$ cat src/rtl/mano_timing_ctrl_if.sv
// ============================================================================
// mano_timing_ctrl_if
// Bundles the opcode/control inputs and timing/decode outputs of the
// timing-control stage.
// Revision: 1.0
// ============================================================================
`default_nettype none

interface mano_timing_ctrl_if #(
  parameter int CNT_W = 16
);
  logic [2:0]       IR_OP;
  logic             IR_I;
  logic             SC_CLR;
  logic             HLT;
  logic             START;
  logic [7:0]       T;
  logic [7:0]       D;
  logic             I;
  logic             S;
  logic [2:0]       SC;
  logic             ERR;
  logic [CNT_W-1:0] INSTR_CNT;

  modport master (
    output IR_OP, IR_I, SC_CLR, HLT, START,
    input  T, D, I, S, SC, ERR, INSTR_CNT
  );

  modport slave (
    input  IR_OP, IR_I, SC_CLR, HLT, START,
    output T, D, I, S, SC, ERR, INSTR_CNT
  );
endinterface

`default_nettype wire

$ cat src/rtl/mano_timing_ctrl.sv
// ============================================================================
// mano_timing_ctrl
// Sequence counter, run flip-flop, registered opcode decode and indirect bit
// producing the T/D timing lines of the basic computer.
// Revision: 1.0
// ============================================================================
`default_nettype none

module mano_timing_ctrl #(
  parameter bit START_RUNNING = 1'b1,
  parameter int CNT_W         = 16
) (
  input  wire                   CLK,
  input  wire                   RST,
  mano_timing_ctrl_if.slave     bus
);

  typedef enum logic [0:0] {
    ST_STOP = 1'b0,
    ST_RUN  = 1'b1
  } run_t;

  localparam run_t       C_RUN_RST = START_RUNNING ? ST_RUN : ST_STOP;
  localparam [CNT_W-1:0] C_CNT_ONE = {{(CNT_W-1){1'b0}}, 1'b1};

  run_t             run_q, run_d;
  logic [2:0]       sc_q, sc_d;
  logic [7:0]       dec_q, dec_d;
  logic             ind_q, ind_d;
  logic             err_q, err_d;
  logic [CNT_W-1:0] cnt_q, cnt_d;

  always_ff @(posedge CLK or posedge RST) begin
    if (RST) begin
      run_q <= C_RUN_RST;
      sc_q  <= 3'd0;
      dec_q <= 8'h00;
      ind_q <= 1'b0;
      err_q <= 1'b0;
      cnt_q <= '0;
    end else begin
      run_q <= run_d;
      sc_q  <= sc_d;
      dec_q <= dec_d;
      ind_q <= ind_d;
      err_q <= err_d;
      cnt_q <= cnt_d;
    end
  end

  always_comb begin
    run_d = run_q;
    sc_d  = sc_q;
    dec_d = dec_q;
    ind_d = ind_q;
    err_d = err_q;
    cnt_d = cnt_q;

    case (run_q)
      ST_RUN: begin
        if (bus.HLT) begin
          run_d = ST_STOP;
          sc_d  = 3'd0;
          dec_d = 8'h00;
          ind_d = 1'b0;
        end else if (bus.SC_CLR) begin
          // Retire the instruction; I keeps its value until the next T2 load.
          sc_d  = 3'd0;
          dec_d = 8'h00;
          cnt_d = cnt_q + C_CNT_ONE;
        end else if (sc_q == 3'd2) begin
          dec_d = 8'd1 << bus.IR_OP;
          ind_d = bus.IR_I;
          sc_d  = 3'd3;
        end else if (sc_q == 3'd7) begin
          // Counter ran off the end of T7 without a clear: flag it sticky.
          sc_d  = 3'd0;
          err_d = 1'b1;
          dec_d = 8'h00;
        end else begin
          sc_d = sc_q + 3'd1;
        end
      end
      default: begin
        sc_d  = 3'd0;
        dec_d = 8'h00;
        ind_d = 1'b0;
        if (bus.START) begin
          run_d = ST_RUN;
        end
      end
    endcase
  end

  assign bus.T         = (run_q == ST_RUN) ? (8'd1 << sc_q) : 8'h00;
  assign bus.D         = dec_q;
  assign bus.I         = ind_q;
  assign bus.S         = run_q;
  assign bus.SC        = sc_q;
  assign bus.ERR       = err_q;
  assign bus.INSTR_CNT = cnt_q;

endmodule

`default_nettype wire

$ cat src/flat_wrapper.sv
// flat-port wrapper written by rule: the top's interface ports become plain ports
module mano_timing_ctrl_flat 
#(
  parameter bit START_RUNNING = 1'b1,
  parameter int CNT_W         = 16
)
  (CLK, RST, bus_IR_OP, bus_IR_I, bus_SC_CLR, bus_HLT, bus_START, bus_T, bus_D, bus_I, bus_S, bus_SC, bus_ERR, bus_INSTR_CNT);
  mano_timing_ctrl_if #(.CNT_W(CNT_W)) bus_i ();
  input  wire CLK;
  input  wire RST;
  input wire logic [$bits(bus_i.IR_OP)-1:0] bus_IR_OP;
  input wire logic [$bits(bus_i.IR_I)-1:0] bus_IR_I;
  input wire logic [$bits(bus_i.SC_CLR)-1:0] bus_SC_CLR;
  input wire logic [$bits(bus_i.HLT)-1:0] bus_HLT;
  input wire logic [$bits(bus_i.START)-1:0] bus_START;
  output wire logic [$bits(bus_i.T)-1:0] bus_T;
  output wire logic [$bits(bus_i.D)-1:0] bus_D;
  output wire logic [$bits(bus_i.I)-1:0] bus_I;
  output wire logic [$bits(bus_i.S)-1:0] bus_S;
  output wire logic [$bits(bus_i.SC)-1:0] bus_SC;
  output wire logic [$bits(bus_i.ERR)-1:0] bus_ERR;
  output wire logic [$bits(bus_i.INSTR_CNT)-1:0] bus_INSTR_CNT;
  assign bus_i.IR_OP = bus_IR_OP;
  assign bus_i.IR_I = bus_IR_I;
  assign bus_i.SC_CLR = bus_SC_CLR;
  assign bus_i.HLT = bus_HLT;
  assign bus_i.START = bus_START;
  assign bus_T = bus_i.T;
  assign bus_D = bus_i.D;
  assign bus_I = bus_i.I;
  assign bus_S = bus_i.S;
  assign bus_SC = bus_i.SC;
  assign bus_ERR = bus_i.ERR;
  assign bus_INSTR_CNT = bus_i.INSTR_CNT;
  mano_timing_ctrl #(.START_RUNNING(START_RUNNING), .CNT_W(CNT_W)) u_core (.CLK(CLK), .RST(RST), .bus(bus_i));
endmodule
$ cat config.mk
export PLATFORM = sky130hd
export DESIGN_NAME = mano_timing_ctrl_flat
export DESIGN_NICKNAME = d
export VERILOG_FILES = /design/src/rtl/mano_timing_ctrl_if.sv /design/src/rtl/mano_timing_ctrl.sv /design/src/flat_wrapper.sv
export SDC_FILE = /design/constraint.sdc
export NUM_CORES = 1
export LEC_CHECK = 0
export CAP_MARGIN = 0
export CELL_PAD_IN_SITES_DETAIL_PLACEMENT = 1
export CELL_PAD_IN_SITES_GLOBAL_PLACEMENT = 1
export CORE_MARGIN = 2
export CORE_UTILIZATION = 37
export DETAILED_ROUTE_END_ITERATION = 16
export PLACE_DENSITY_LB_ADDON = 0.1
export SLEW_MARGIN = 0
export SYNTH_ARGS = -nofsm -noshare
export SYNTH_HDL_FRONTEND = slang
export SYNTH_SLANG_ARGS = --single-unit
export TNS_END_PERCENT = 30
$ cat constraint.sdc
create_clock -name CLK -period 2.4 [get_ports CLK]
set_input_delay 0.36 -clock CLK [delete_from_list [all_inputs] [get_ports CLK]]
set_output_delay 0.36 -clock CLK [all_outputs]
set_load 0.05 [all_outputs]
==> run summary, run 1 <==
outcome - completed
relative slew slack - 65.84%
total number of vias - 1115
fmax - 0.4347 GHz
Residual DRC - 0
die height - 66.04 µm
Synth top area share - 50.97%
overall fraction of global-route tracks in use - 17.64%
crit path max fanout - 5
worst ir drop on vdd - 0.0002937 V
Final ANT Viol Nets - 0
ys async rst share - 100.0%
Die Wd - 66.04 µm
synthesis-to-finish area growth - 42.27%
deepest clock path buffer count - 2
initial core utilization - 38.60%
Placed Instances - 217
post-synthesis sequential area ratio - 52.81%
crit path launch type - flip-flop
CP Class - flip-flop to primary output
WL per Instance - 14.42 µm
Resized Gates After CTS - 0
final std cells w/o fill - 225
Mapped Cells - 124
Mapped Area - 1424 µm²
setup TNS - 0 ps
FF+latch count, synth - 30
first-pass GRT wire length - 5720 µm
port bufs - 46
Syn. warnings - 0
TritonCTS Sinks - 30
largest net degree at the start of global routing - 31
Nets - 192
top-count cell post-synth - dfrtp_1
vias in the first global route - 1227
synthesized area per cell - 11.48 µm²
final WL - 3244 µm
Final Critical Period - 2300 ps
core area - 3689 µm²
critical path arrival - 1940 ps
Rows - 22
share of cells above drive strength 1 - 9.605%
GPL Wtd Cong - 0.7329
cts hold-fix bufs - 0
CTS tree - done
CTS clk-pin slew, worst paths - 60 ps
Num CTS Buffers - 5
Hold Crit Class - input port to async pin
number of fill cells in the layout - 406
Tcrit/Tclk final - 95.84%
Critical R2R Launch - u_core.bus.S$_DFF_PP1_
ys flop type - dfrtp_1
Final Hold Viols - 0
Pwr per Cell Area - 678.8 nW/µm²
Root Buffer - clkbuf_8
I/O pin count - 47
type of destination of the critical path - primary output
worst path required time - 2040 ps
cell taking the most area after synthesis - dfrtp_1
Skew-Pair Late Insertion Delay - 290 ps
Synth area leaders - dfrtp_1 51%, xnor2_1 6.8%, ha_1 6.2%
H-Tree Level Count - 2
r2r endpoint - u_core.bus.D[2]$_DFFE_PP0P_
worst r2r path cells - 4
drt first pass iters - 4
post-DR vias/cell - 4.956
DR iter-0 viols - 25
post-synth net total - 140
Setup Fix Bufs, Post-CTS - 0
Setup crit end - bus_T[0]
R2R setup slack - 760 ps
RSZ-0062 raised after global routing - no
leakage - 0.9326 nW
Final setup viols - 0
distinct cell type count after synthesis - 32
antenna violations before repair - 0
DP HPWL - 2402 µm
gr ovfl total - 0
antenna cells - 0
Max Cap Violations - 0
Slew @ Worst Pin - 511.6 ps
Max Slew Vio Count - 0
CP startpoint - u_core.bus.SC[0]$_DFF_PP0_
Worst Clk Skew - 5.382 ps
Die ar. - 4361 µm²
Post-synth EDFFs - 0
list of most frequent post-synthesis cells - 29 x dfrtp_1, 11 x xnor2_1, 10 x nand2_1, 8 x and3_1, 8 x inv_1
[routing by layer]
metal / vias to the layer above / routed length, µm / global-route usage [%]
met4: 0 / 78 / 9.949
met2: 24 / 1722 / 30.18
met5: - / 0 / 0
met1: 550 / 1323 / 19.93
met3: 7 / 120 / 4.429
li1: 534 / - / -
[power by group]
part / internal, mW / leakage (nW) / switching [mW] / total, mW
logic: 0.125 / 0.476 / 0.227 / 0.351
clock network: 0.231 / 0.0482 / 0.187 / 0.418
registers: 0.548 / 0.408 / 0.0574 / 0.606
total: 0.904 / 0.933 / 0.471 / 1.38
[critical path, cell delays in order (launching register included)]
cell             delay, ps
dfrtp_1                420
inv_1                  110
ha_1                   180
and3_1                 150
clkdlybuf4s50_1        800
[per-stage QoR]
stage	area, µm²	setup slack (ps)	hold WS [ps]	power (mW)	utilization (%)
3_5_place_dp	1932	347.0	462.7	0.9699	52.37
6_report	2026	99.79	460.8	1.375	54.92
4_1_cts	2023	36.08	475.7	1.394	54.85
2_1_floorplan	1424	474.5	450.1	0.8316	-
3_3_place_gp	1932	423.1	457.5	0.9632	52.37
5_1_grt	2026	18.31	494.0	1.446	54.92
[sequential cells by signal, summed over array words and instances, names as in the netlist]
register,count
u_core.bus.INSTR_CNT,16
u_core.bus.D,8
u_core.bus.SC,3
u_core.bus.ERR,1
u_core.bus.I,1
u_core.bus.S,1
[area by class of cell]
class | count | area, µm² | area share (%)
clock buffer | 7 | 86.33 | 4.262
clock inverter | 1 | 5.005 | 0.2471
inverter | 8 | 30.03 | 1.482
multi-input combinational | 84 | 629.4 | 31.07
sequential | 30 | 752.0 | 37.12
tap | 48 | 60.06 | 2.965
timing repair buffer | 47 | 462.9 | 22.85
[how the worst min path moves through the flow]
| stage | start | endpoint | slack, ps | depth (start not counted) |
|---|---|---|---|---|
| 5_1_grt | RST | u_core.bus.INSTR_CNT[15]$_DFFE_PP0N_ | 490 | 3 |
| 3_3_place_gp | u_core.bus.ERR$_DFFE_PP0P_ | u_core.bus.ERR$_DFFE_PP0P_ | 460 | 1 |
| 4_1_cts | RST | u_core.bus.INSTR_CNT[13]$_DFFE_PP0N_ | 480 | 3 |
| 6_report | RST | u_core.bus.INSTR_CNT[14]$_DFFE_PP0N_ | 460 | 3 |
| 2_1_floorplan | RST | u_core.bus.D[0]$_DFFE_PP0P_ | 450 | 1 |
| 3_5_place_dp | u_core.bus.INSTR_CNT[15]$_DFFE_PP0N_ | u_core.bus.INSTR_CNT[15]$_DFFE_PP0N_ | 460 | 1 |
[logic make-up after synthesis]
group	share of synthesized area, %
DFF	52.81
xor gates and xnor gates	9.226
adders and majority gates	6.151
buffers and inverters	2.988
and+or+nand+nor	19.60
AOI/OAI and AO/OA	8.436
muxes	0.7908
[layout by cell type (no fill, tap or decap), types with 5 or more instances in the layout]
cell,netlist,layout
nand2b_1,5,5
nand2_1,10,10
dfrtp_1,29,29
clkbuf_8,0,6
and3_1,8,8
xnor2_1,11,11
clkdlybuf4s50_1,0,42
ha_1,7,7
inv_1,8,8
Note: power is estimated with default switching activity, not from simulation.
==> run 2, diff against run 1 <==
- CTS_BUF_LIST: not set -> sky130_fd_sc_hd__clkbuf_8 sky130_fd_sc_hd__clkbuf_16
==> run summary, run 2 (same netlist as run 1, synthesis figures left out) <==
initial core utilization - 38.60% (unchanged)
die height - 66.04 µm (unchanged)
largest net degree at the start of global routing - 31 (unchanged)
Final Util - 54.92% (unchanged)
DP HPWL - 2402 µm (unchanged)
Power Internal - 0.8995 mW (-0.47%)
worst path required time - 2040 ps (about the same)
CTS clk-pin slew, worst paths - 60 ps (about the same)
total number of vias - 1119 (+0.36%)
pre-CTS setup slack - 347.0 ps (unchanged)
power consumption - 1.374 mW (-0.10%)
fmax - 0.4344 GHz (about the same)
post-DR vias/cell - 4.973 (+0.36%)
worst ir drop on vdd - 0.0002938 V (about the same)
final WL - 3253 µm (+0.28%)
Final Hold Viols - 0 (unchanged)
Max Cap Violations - 0 (unchanged)
critical path arrival - 1940 ps (about the same)
CP Class - flip-flop to primary output
setup TNS - 0 ps (unchanged)
CP startpoint - u_core.bus.SC[0]$_DFF_PP0_
Die ar. - 4361 µm² (unchanged)
GPL Wtd Cong - 0.7329 (unchanged)
crit path launch type - flip-flop
RSZ-0062 raised after global routing - no
design area - 2026 µm² (unchanged)
vias in the first global route - 1227 (unchanged)
max reg flops - 16 (unchanged)
drt first pass iters - 4 (unchanged)
Slew @ Worst Pin - 511.6 ps (unchanged)
WL per Instance - 14.46 µm (+0.28%)
core area - 3689 µm² (unchanged)
DR iter-0 viols - 25 (unchanged)
Residual DRC - 0 (unchanged)
Pwr per Cell Area - 678.1 nW/µm² (-0.10%)
Worst Clk Skew - 5.322 ps (-0.05992 ps)
antenna cells - 0 (unchanged)
CTS tree - done
Nets - 192 (unchanged)
Final Critical Period - 2302 ps (+1.713 ps)
share of cells above drive strength 1 - 9.605% (unchanged)
Skew-Pair Late Insertion Delay - 290 ps (about the same)
Die Wd - 66.04 µm (unchanged)
Clk pwr share - 30.3% (about the same)
final std cells w/o fill - 225 (unchanged)
leakage - 0.9368 nW (+0.44%)
synthesis-to-finish area growth - 42.27% (unchanged)
Placed Instances - 217 (unchanged)
relative slew slack - 65.84% (unchanged)
Logic pwr share - 25.6% (about the same)
H-Tree Level Count - 2 (unchanged)
port bufs - 46 (unchanged)
commonest non-fill, non-tap cell in the layout - clkdlybuf4s50_1
outcome - completed
placed instance area - 1932 µm² (unchanged)
Hold Crit Class - input port to async pin
Max Slew Vio Count - 0 (unchanged)
Critical R2R Launch - u_core.bus.S$_DFF_PP1_
hold slack - 460.8 ps (+0.002000 ps)
Setup crit end - bus_T[0]
crit path max fanout - 5 (unchanged)
sequential power share - 44.1% (about the same)
type of destination of the critical path - primary output
Num CTS Buffers - 5 (unchanged)
Rows - 22 (unchanged)
TritonCTS Sinks - 30 (unchanged)
R2R setup slack - 750 ps (about the same)
Root Buffer - clkbuf_8
Tcrit/Tclk final - 95.91% (about the same)
Setup Fix Bufs, Post-CTS - 0 (unchanged)
first-pass GRT wire length - 5720 µm (unchanged)
deepest clock path buffer count - 2 (unchanged)
gr ovfl total - 0 (unchanged)
r2r endpoint - u_core.bus.D[2]$_DFFE_PP0P_
Final setup viols - 0 (unchanged)
P_sw - 0.4742 mW (+0.61%)
worst r2r path cells - 4 (unchanged)
Final ANT Viol Nets - 0 (unchanged)
min setup slack post-route - 98.07 ps (-1.713 ps)
switching share of power - 34.52% (+0.24 points)
I/O pin count - 47 (unchanged)
antenna violations before repair - 0 (unchanged)
most frequent cells in the layout - 42 x clkdlybuf4s50_1, 29 x dfrtp_1, 11 x xnor2_1, 10 x nand2_1, 9 x inv_1
overall fraction of global-route tracks in use - 17.64% (unchanged)
## run 2: how the worst min path moves through the flow
stage,from,to,slack [ps],cells past startpoint
6_report,RST,u_core.bus.INSTR_CNT[14]$_DFFE_PP0N_,460,3
2_1_floorplan,RST,u_core.bus.D[0]$_DFFE_PP0P_,450,1
3_3_place_gp,u_core.bus.ERR$_DFFE_PP0P_,u_core.bus.ERR$_DFFE_PP0P_,460,1
4_1_cts,RST,u_core.bus.INSTR_CNT[13]$_DFFE_PP0N_,480,3
5_1_grt,RST,u_core.bus.INSTR_CNT[15]$_DFFE_PP0N_,490,3
3_5_place_dp,u_core.bus.INSTR_CNT[15]$_DFFE_PP0N_,u_core.bus.INSTR_CNT[15]$_DFFE_PP0N_,460,1
## run 2: timing repair
action / in CTS / in global routing
gates resized for setup: 0 / 1
hold buffers: 0 / 0
hold endpoints to repair: 0 / 0
endpoints found under the setup margin: 0 / 1
## run 2: layout make-up
| class | count | area (µm²) |
|---|---|---|
| Clock buffer | 6 | 82.58 |
| Multi-Input combinational cell | 84 | 629.4 |
| Inverter | 8 | 30.03 |
| Sequential cell | 30 | 752.0 |
| Fill cell | 406 | 1663 |
| Clock inverter | 2 | 8.758 |
| Timing Repair Buffer | 47 | 462.9 |
| Tap cell | 48 | 60.06 |
## run 2: power by group through the flow
stage,clock [mW],sequential (mW),combinational [mW]
floorplan,0,0.740,0.0913
global placement,0,0.614,0.349
detailed placement,0,0.616,0.354
CTS,0.426,0.608,0.357
global route,0.454,0.615,0.374
finish,0.416,0.606,0.352
## run 2: per-layer routing
layer,part of all wire [%],vias up,global-route usage [%]
li1,-,534,-
met1,41,554,19.93
met2,53,24,30.18
met3,3.7,7,4.429
met4,2.4,0,9.949
met5,0,-,0
## run 2: critical path: stages (launching register included)
cell	delay, ps
dfrtp_1	420
inv_1	110
ha_1	190
and3_1	150
clkdlybuf4s50_1	800
==> run 3, diff against run 2 <==
- CELL_PAD_IN_SITES_DETAIL_PLACEMENT: 1 -> not set
- CELL_PAD_IN_SITES_GLOBAL_PLACEMENT: 1 -> not set
- CORE_MARGIN: 2 -> not set
- CORE_UTILIZATION: 37 -> 48
- GPL_TIMING_DRIVEN: not set -> 0
- PLACE_DENSITY: not set -> 0.83
- PLACE_DENSITY_LB_ADDON: 0.1 -> not set
==> run summary, run 3 (same netlist as run 1, synthesis figures left out) <==
outcome - completed
type of destination of the critical path - primary output
origin of the worst min-delay path - u_core.bus.INSTR_CNT[15]$_DFFE_PP0N_
Max Cap Violations - 0 (unchanged)
Worst Hold End - u_core.bus.INSTR_CNT[15]$_DFFE_PP0N_
Rows - 19 (-14%)
commonest non-fill, non-tap cell in the layout - clkdlybuf4s50_1
Max Slew Vio Count - 0 (unchanged)
WL per Instance - 14.61 µm (+1.0%)
CP startpoint - u_core.bus.SC[0]$_DFF_PP0_
antenna cells - 0 (unchanged)
initial core utilization - 51.19% (+13 points)
pre-CTS setup slack - 254.0 ps (-93.03 ps)
Final setup viols - 0 (unchanged)
Worst Clk Skew - 6.484 ps (+1.162 ps)
Final Hold Viols - 0 (unchanged)
share of cells above drive strength 1 - 8.475% (-1.1 points)
Die Wd - 56.47 µm (-14%)
setup TNS - 0 ps (unchanged)
deepest clock path buffer count - 2 (unchanged)
R2R setup slack - 790 ps (+40 ps)
vias in the first global route - 1149 (-6.4%)
crit path launch type - flip-flop
DR iter-0 viols - 30 (+20%)
largest net degree at the start of global routing - 31 (unchanged)
Slew @ Worst Pin - 1098 ps (+586.0 ps)
critical path arrival - 1820 ps (-120 ps)
fmax - 0.4594 GHz (+5.8%)
worst ir drop on vdd - 0.0008214 V (+180%)
CP peak stage delay - 520 ps (-280 ps)
max reg flops - 16 (unchanged)
crit-path cells - ha_1 -> ha_1 -> and2_1 -> dlygate4sd2_1
final WL - 3038 µm (-6.6%)
Worst Hold Depth - 1
I/O pin count - 47 (unchanged)
TritonCTS Sinks - 30 (unchanged)
leakage - 1.021 nW (+9.0%)
hold slack - 472.8 ps (+11.98 ps)
Root Buffer - clkbuf_8
drt first pass iters - 4 (unchanged)
worst path required time - 2040 ps (about the same)
Final Util - 73.50% (+19 points)
antenna violations before repair - 0 (unchanged)
GPL Wtd Cong - 0.7456 (+1.7%)
CP dominant cell by count - ha_1
post-DR vias/cell - 5.337 (+7.3%)
RSZ-0062 raised after global routing - no
Critical R2R Launch - u_core.bus.SC[0]$_DFF_PP0_
core area - 2781 µm² (-25%)
Hold Crit Class - flip-flop to flip-flop
gr ovfl total - 0 (unchanged)
Residual DRC - 0 (unchanged)
H-Tree Level Count - 2 (unchanged)
Setup Fix Bufs, Post-CTS - 0 (unchanged)
CTS tree - done
worst r2r path cells - 6 (+2)
DP HPWL - 2140 µm (-11%)
power consumption - 1.470 mW (+7.0%)
first-pass GRT wire length - 5154 µm (-9.9%)
die height - 56.47 µm (-14%)
r2r endpoint - u_core.bus.D[0]$_DFFE_PP0P_
CTS clk-pin slew, worst paths - 60 ps (about the same)
overall fraction of global-route tracks in use - 21.66% (+4.0 points)
min setup slack post-route - 223.3 ps (+125.3 ps)
crit path max fanout - 5 (unchanged)
Skew-Pair Late Insertion Delay - 280 ps (about the same)
port bufs - 46 (unchanged)
Final Critical Period - 2177 ps (-125.3 ps)
Pwr per Cell Area - 718.9 nW/µm² (+6.0%)
total number of vias - 1110 (-0.80%)
Die ar. - 3188 µm² (-27%)
synthesis-to-finish area growth - 43.59%
cts hold-fix bufs - 0 (unchanged)
CP Class - flip-flop to primary output
Tcrit/Tclk final - 90.69% (-5.2 points)
Nets - 193 (+0.52%)
Final ANT Viol Nets - 0 (unchanged)
number of fill cells in the layout - 194 (-52%)
relative slew slack - 26.75% (-39 points)
most frequent cells in the layout - 38 x clkdlybuf4s50_1, 29 x dfrtp_1, 11 x xnor2_1, 10 x nand2_1
Num CTS Buffers - 5 (unchanged)
slowest CP cell - dlygate4sd2_1
[run 3: through the flow]
step | std cells | area, µm²
global route | 208 | 2044
CTS | 208 | 2032
global placement | 201 | 1923
finish | 208 | 2044
floorplan | 124 | 1424
detailed placement | 201 | 1923
[run 3: layout make-up]
class                      count  area, µm²  area share (%)
buffer                         2      12.51          0.6120
timing repair buffer          46      469.2           22.95
multi-input combinational     84      629.4           30.78
inverter                       8      30.03           1.469
clock inverter                 1      30.03           1.469
clock buffer                   6      82.58           4.039
tap                           31      38.79           1.897
sequential                    30      752.0           36.78
[run 3: worst max-delay path: cells and delay by family (launching register included)]
family                   cells  cell delay, ps
buffers and inverters        1             520
AND/OR/NAND/NOR              1             130
flip-flops                   1             420
adder cells (fa/ha/maj)      2             470
[run 3: worst max path at each step]
stage / endpoint / depth (start not counted) / slack (ps)
6_report: bus_T[7] / 4 / 220
5_1_grt: bus_T[7] / 4 / 120
4_1_cts: bus_T[4] / 3 / 30
3_5_place_dp: bus_T[2] / 4 / 250
3_3_place_gp: bus_T[7] / 4 / 250
2_1_floorplan: bus_T[7] / 3 / 470
[run 3: per-layer routing]
metal	track usage, %	up-vias	wire, µm
met2	34.45	34	1563
met4	13.24	0	53
li1	-	535	-
met3	7.373	6	172
met1	25.04	535	1248
met5	0	-	0
[run 3: repair_timing]
item | 4_1_cts | 5_1_grt
hold endpoints to repair | 0 | 0
gates resized for setup | 3 | 5
setup endpoints to repair | 3 | 5
[run 3: power by group]
| group | switching (mW) | leakage [nW] | internal (mW) | total [mW] |
|---|---|---|---|---|
| clock network | 0.181 | 0.0573 | 0.332 | 0.513 |
| logic | 0.232 | 0.556 | 0.125 | 0.357 |
| registers | 0.0514 | 0.408 | 0.548 | 0.600 |
| total | 0.465 | 1.02 | 1.01 | 1.47 |
